**config.mk**
```make
export PLATFORM = sky130hd
export DESIGN_NAME = operand_issue_queue
export DESIGN_NICKNAME = d
export VERILOG_FILES = /design/src/rtl/operand_issue_queue.sv
export SDC_FILE = /design/constraint.sdc
export NUM_CORES = 1
export LEC_CHECK = 0
export CAP_MARGIN = 10
export CORE_ASPECT_RATIO = 2
export CORE_MARGIN = 2
export CORE_UTILIZATION = 52
export CTS_BUF_LIST = sky130_fd_sc_hd__clkbuf_4 sky130_fd_sc_hd__clkbuf_8
export DETAILED_ROUTE_END_ITERATION = 6
export GPL_ROUTABILITY_DRIVEN = 0
export PLACE_DENSITY = 0.81
export SLEW_MARGIN = 5
export SYNTH_ARGS = -nofsm -noshare
export SYNTH_HDL_FRONTEND = slang
export SYNTH_SLANG_ARGS = --single-unit
```
**constraint.sdc**
```tcl
create_clock -name clk -period 2 [get_ports clk]
set_clock_uncertainty 0.05 [all_clocks]
set_input_delay 0.6 -clock clk [delete_from_list [all_inputs] [get_ports clk]]
set_output_delay 0.6 -clock clk [all_outputs]
set_load 0.02 [all_outputs]
```
**src/rtl/operand_issue_queue.sv**
```systemverilog
// Operand issue queue: buffers {A, B, opcode} triples in a small circular FIFO,
// issues at most one per clock to the datapath and flags each result LAT clocks later.
module operand_issue_queue #(
    parameter int N     = 16,
    parameter int DEPTH = 4,
    parameter int LAT   = 2
) (
    input  logic                     clk,
    input  logic                     rst_n,
    input  logic                     in_valid,
    output logic                     in_ready,
    input  logic [N-1:0]             in_A,
    input  logic [N-1:0]             in_B,
    input  logic [2:0]               in_opcode,
    input  logic                     issue_en,
    output logic [N-1:0]             A,
    output logic [N-1:0]             B,
    output logic [2:0]               opcode,
    output logic                     issue_valid,
    output logic [3:0]               issue_tag,
    output logic                     res_valid,
    output logic [3:0]               res_tag,
    output logic [$clog2(DEPTH):0]   count
);

    localparam int PW = $clog2(DEPTH);
    localparam int CW = PW + 1;
    localparam logic [CW-1:0] FULL_COUNT = CW'(DEPTH);

    typedef struct packed {
        logic [N-1:0] a;
        logic [N-1:0] b;
        logic [2:0]   op;
    } entry_t;

    entry_t        mem_q [DEPTH];
    entry_t        mem_d [DEPTH];
    logic [PW-1:0] wr_ptr_q, wr_ptr_d;
    logic [PW-1:0] rd_ptr_q, rd_ptr_d;
    logic [CW-1:0] count_q, count_d;
    logic [3:0]    seq_q, seq_d;

    entry_t        out_q, out_d;
    logic          issue_valid_q, issue_valid_d;
    logic [3:0]    issue_tag_q, issue_tag_d;

    logic [LAT-1:0] trk_valid_q, trk_valid_d;
    logic [3:0]     trk_tag_q [LAT];
    logic [3:0]     trk_tag_d [LAT];

    logic push;
    logic pop;

    // Ready comes from the registered count only, so a same-cycle pop never frees a full slot.
    assign in_ready = (count_q != FULL_COUNT);
    assign push     = in_valid && in_ready;
    assign pop      = issue_en && (count_q != '0);

    // NOTE: every signal gets a default before the conditionals, so no path leaves it unassigned and no latch is inferred.
    always_comb begin : fifo_next
        mem_d    = mem_q;
        wr_ptr_d = wr_ptr_q;
        rd_ptr_d = rd_ptr_q;
        count_d  = count_q;
        if (push) begin
            mem_d[wr_ptr_q] = '{a: in_A, b: in_B, op: in_opcode};
            wr_ptr_d        = wr_ptr_q + PW'(1);
        end
        if (pop) begin
            rd_ptr_d = rd_ptr_q + PW'(1);
        end
        case ({push, pop})
            2'b10:   count_d = count_q + CW'(1);
            2'b01:   count_d = count_q - CW'(1);
            default: count_d = count_q;
        endcase
    end

    // Operand registers only load on a pop so the datapath inputs stay quiet while stalled.
    always_comb begin : issue_next
        out_d         = out_q;
        issue_valid_d = pop;
        issue_tag_d   = issue_tag_q;
        seq_d         = seq_q;
        if (pop) begin
            out_d       = mem_q[rd_ptr_q];
            issue_tag_d = seq_q;
            seq_d       = seq_q + 4'd1;
        end
    end

    // The tracker never stalls: it mirrors the datapath pipeline, which always advances.
    always_comb begin : tracker_next
        trk_valid_d    = '0;
        trk_valid_d[0] = issue_valid_q;
        trk_tag_d[0]   = issue_tag_q;
        for (int i = 1; i < LAT; i++) begin
            trk_valid_d[i] = trk_valid_q[i-1];
            trk_tag_d[i]   = trk_tag_q[i-1];
        end
    end

    // NOTE: state registers use non-blocking assignments so every flop samples pre-edge values.
    always_ff @(posedge clk or negedge rst_n) begin : state_regs
        if (!rst_n) begin
            wr_ptr_q      <= '0;
            rd_ptr_q      <= '0;
            count_q       <= '0;
            seq_q         <= '0;
            out_q         <= '0;
            issue_valid_q <= 1'b0;
            issue_tag_q   <= '0;
            trk_valid_q   <= '0;
            for (int i = 0; i < LAT; i++) begin
                trk_tag_q[i] <= '0;
            end
        end else begin
            wr_ptr_q      <= wr_ptr_d;
            rd_ptr_q      <= rd_ptr_d;
            count_q       <= count_d;
            seq_q         <= seq_d;
            out_q         <= out_d;
            issue_valid_q <= issue_valid_d;
            issue_tag_q   <= issue_tag_d;
            trk_valid_q   <= trk_valid_d;
            for (int i = 0; i < LAT; i++) begin
                trk_tag_q[i] <= trk_tag_d[i];
            end
        end
    end

    // NOTE: FIFO storage has no reset; count_q guarantees a slot is written before it is read.
    always_ff @(posedge clk) begin : storage
        mem_q <= mem_d;
    end

    assign A           = out_q.a;
    assign B           = out_q.b;
    assign opcode      = out_q.op;
    assign issue_valid = issue_valid_q;
    assign issue_tag   = issue_tag_q;
    assign res_valid   = trk_valid_q[LAT-1];
    assign res_tag     = trk_tag_q[LAT-1];
    assign count       = count_q;

endmodule
```
==> run metrics <==
outcome complete, but fails checks; failing checks negative setup slack; total CTS buffers 27; CTS root buf clkbuf_8; Final nets 581; ys async rst share 30.3%; Initial Util 53.2%; crit path cell chain or3b_4, buf_6; largest net degree at the start of global routing between 40 and 50; Worst Path Buf+Inv 1; total power between 0.01 and 0.015 W; synth warn 0; Clk Latency, worst-skew pair 0.52 ns; max-cap violations 0; Vias ~3.8k; Fin. Hold Viols 0; DIE WIDTH 88.3 um; share of cells above drive strength 1 a little under a quarter; row count between 60 and 70; worst hold path depth 0; drt first pass iters 4; RR Startpoint count[0]; WL final 13.8 mm; HP Class register to register; Total GRT Usage between 10% and 20%; slowest stage cell, crit path or3b_4; Die ar. about 15,000 sq um; top post-synthesis cells by area edfxtp_1 (57%), dfrtp_1 (21%), mux4_2 (11%); hold path startpoint trk_tag_d[2]; Post-synth EDFFs 140; main combinational cell family by area after synthesis multiplexers; Seq/Total Area, Yosys between 70 and 80%; R2R cell count 9; average size of a mapped cell ~18 sq um; R2R Setup Slk -0.10 ns; CP endpoint kind output port; fillers 976; Required @ worst endpoint about 1.4 ns; critical path class register to output port; GRT Residual Overflow 0; final std cells w/o fill ~750; dpl cells between 600 and 700; post-DP HPWL 8.82 mm; PnR worst setup slack -0.130 ns; clock-pin transition on the worst setup and hold timing paths ~0.060 ns; Ports between 80 and 90; Post-Synthesis Cells a little over 400; crit path DAT roughly 1.5 ns; first-pass GRT wire length ~22 mm; worst slew pin tran 0.513 ns; R2R Path End count[2]; WHS 0.299 ns; RSZ-0062 raised after global routing true; ys flop type edfxtp_1; crit-path leading delay family simple AND/OR/NAND/NOR gates; Simple-Gate Fraction of Synth Area under 10%; H-tree depth 1; number of synthesized register bits 201; crit-path max FO 3; Compound-Gate Fraction of Synth Area less than 1%; Synth Area in XOR/XNOR 1.07%; period utilization 106%; Core Box Area ~14,000 sq um; CTS Sinks 201; Final min period 2.13 ns; post-route ant nets 0; initial antenna violation count 2; Area growth syn-to-layout 24.9%; Cell Pwr Density approximately 1500 nW/um^2; Max stage delay on crit path about 0.42 ns; Synth cell types 22; VDD IR max 0.776 mV; drt initial violations about 190; Critical Path Source count[0]; crit start category register; Die Height about 170 um; clk buf depth 3; fin util roughly two thirds; area leader, netlist edfxtp_1; endpoints failing setup 2; # DRC 0; Slew Limit Fails 0; DR WL/cell between 15 and 20 um; syn_nets 458; maximum clock rate between 0.4 and 0.5 GHz; hold endpoint res_tag[2]; CTS tree done; input/output buffers 87; post-synthesis adder-cell area fraction 1.29%; Post-Syn Area roughly 7400 sq um; Synth top area share 56.8%; mux contribution to synthesized area 11.0%; Via-to-Cell Ratio 5.13; P_leak roughly 3.7 nW; vias in the first global route roughly 4.3k; Max transition margin about 66%
[cell type report]
class / count / area (sq um) / share of cell area, %
diodes: 2 / 5.00 / 0.0542
clock buffers: 40 / 482 / 5.22
clock inverters: 9 / 96.3 / 1.04
inverters: 7 / 26.3 / 0.285
multi-input cells: 184 / 1540 / 16.7
flip-flops and latches: 201 / 5740 / 62.1
well taps: 189 / 236 / 2.56
repair buffers: 114 / 1110 / 12.0
[cells in the final DEF, fill, tap and decap left out, types with 5 or more instances in the layout]
cell / count
clkbuf_4: 11
dlygate4sd2_1: 45
edfxtp_1: 140
dfrtp_2: 5
nand2_1: 122
dfrtp_1: 56
buf_4: 17
clkdlybuf4s50_1: 37
mux4_2: 35
clkbuf_8: 29
ha_1: 5
xnor2_1: 7
buf_12: 8
[what timing repair did]
action                     CTS  global route
setup endpoints to repair   50             2
gates resized for setup     61             5
buffers inserted             0             1
hold endpoints to repair    13             0
pin swaps                    3             2
hold buffers                 1             0
[where the power goes]
group | switching [W] | internal [W]
combinational | 0.00239 | 0.00203
sequential | 0.000518 | 0.00570
clock | 0.00142 | 0.00181
total | 0.00432 | 0.00954
[Yosys cell counts (2+ instances only)]
library cell,instances
xor2_1,2
and3_2,4
buf_2,3
nand2_1,122
mux4_2,35
buf_4,9
dfrtp_1,61
inv_1,6
xnor2_1,7
clkbuf_1,7
edfxtp_1,140
ha_1,6
[metal layers]
layer,track usage [%],routed length [um],up-vias
li1,-,-,1750
met1,22.0,5050,1942
met3,2.86,579,31
met2,33.6,7790,105
met4,8.33,422,0
met5,0,0,-
[sequential cells by signal, indices dropped and copies added (netlist names)]
signal and flops:
mem_q 140, rd_ptr_q 2, issue_valid 1, A 16
count 3, res_tag 4, issue_tag 4, wr_ptr_q 2
opcode 3, trk_valid_q 2, B 16, trk_tag_d 4
seq_q 4
[logic make-up after synthesis]
kind of cell | after synthesis
AOI/OAI and AO/OA | 1
adders and majority gates | 7
muxes | 37
xor gates and xnor gates | 9
buffers and inverters | 27
DFF | 201
and+or+nand+nor | 130
[how the worst max path moves through the flow]
| stage | end | cells after the start |
|---|---|---|
| 6_report | in_ready | 2 |
| 5_1_grt | in_ready | 2 |
| 3_5_place_dp | count[2] | 9 |
| 3_3_place_gp | count[2] | 9 |
| 4_1_cts | in_ready | 2 |
| 2_1_floorplan | count[2] | 9 |
[stage by stage]
stage	setup TNS [ns]	cell area (sq um)	setup WS, ns
2_1_floorplan	-0.240	7420	-0.177
3_3_place_gp	-2.59	8690	-0.316
3_5_place_dp	-4.21	8690	-0.380
4_1_cts	-0.260	9210	-0.179
5_1_grt	-0.357	9240	-0.181
6_report	-0.226	9240	-0.130
No activity file was read; power rests on OpenSTA's default activity.
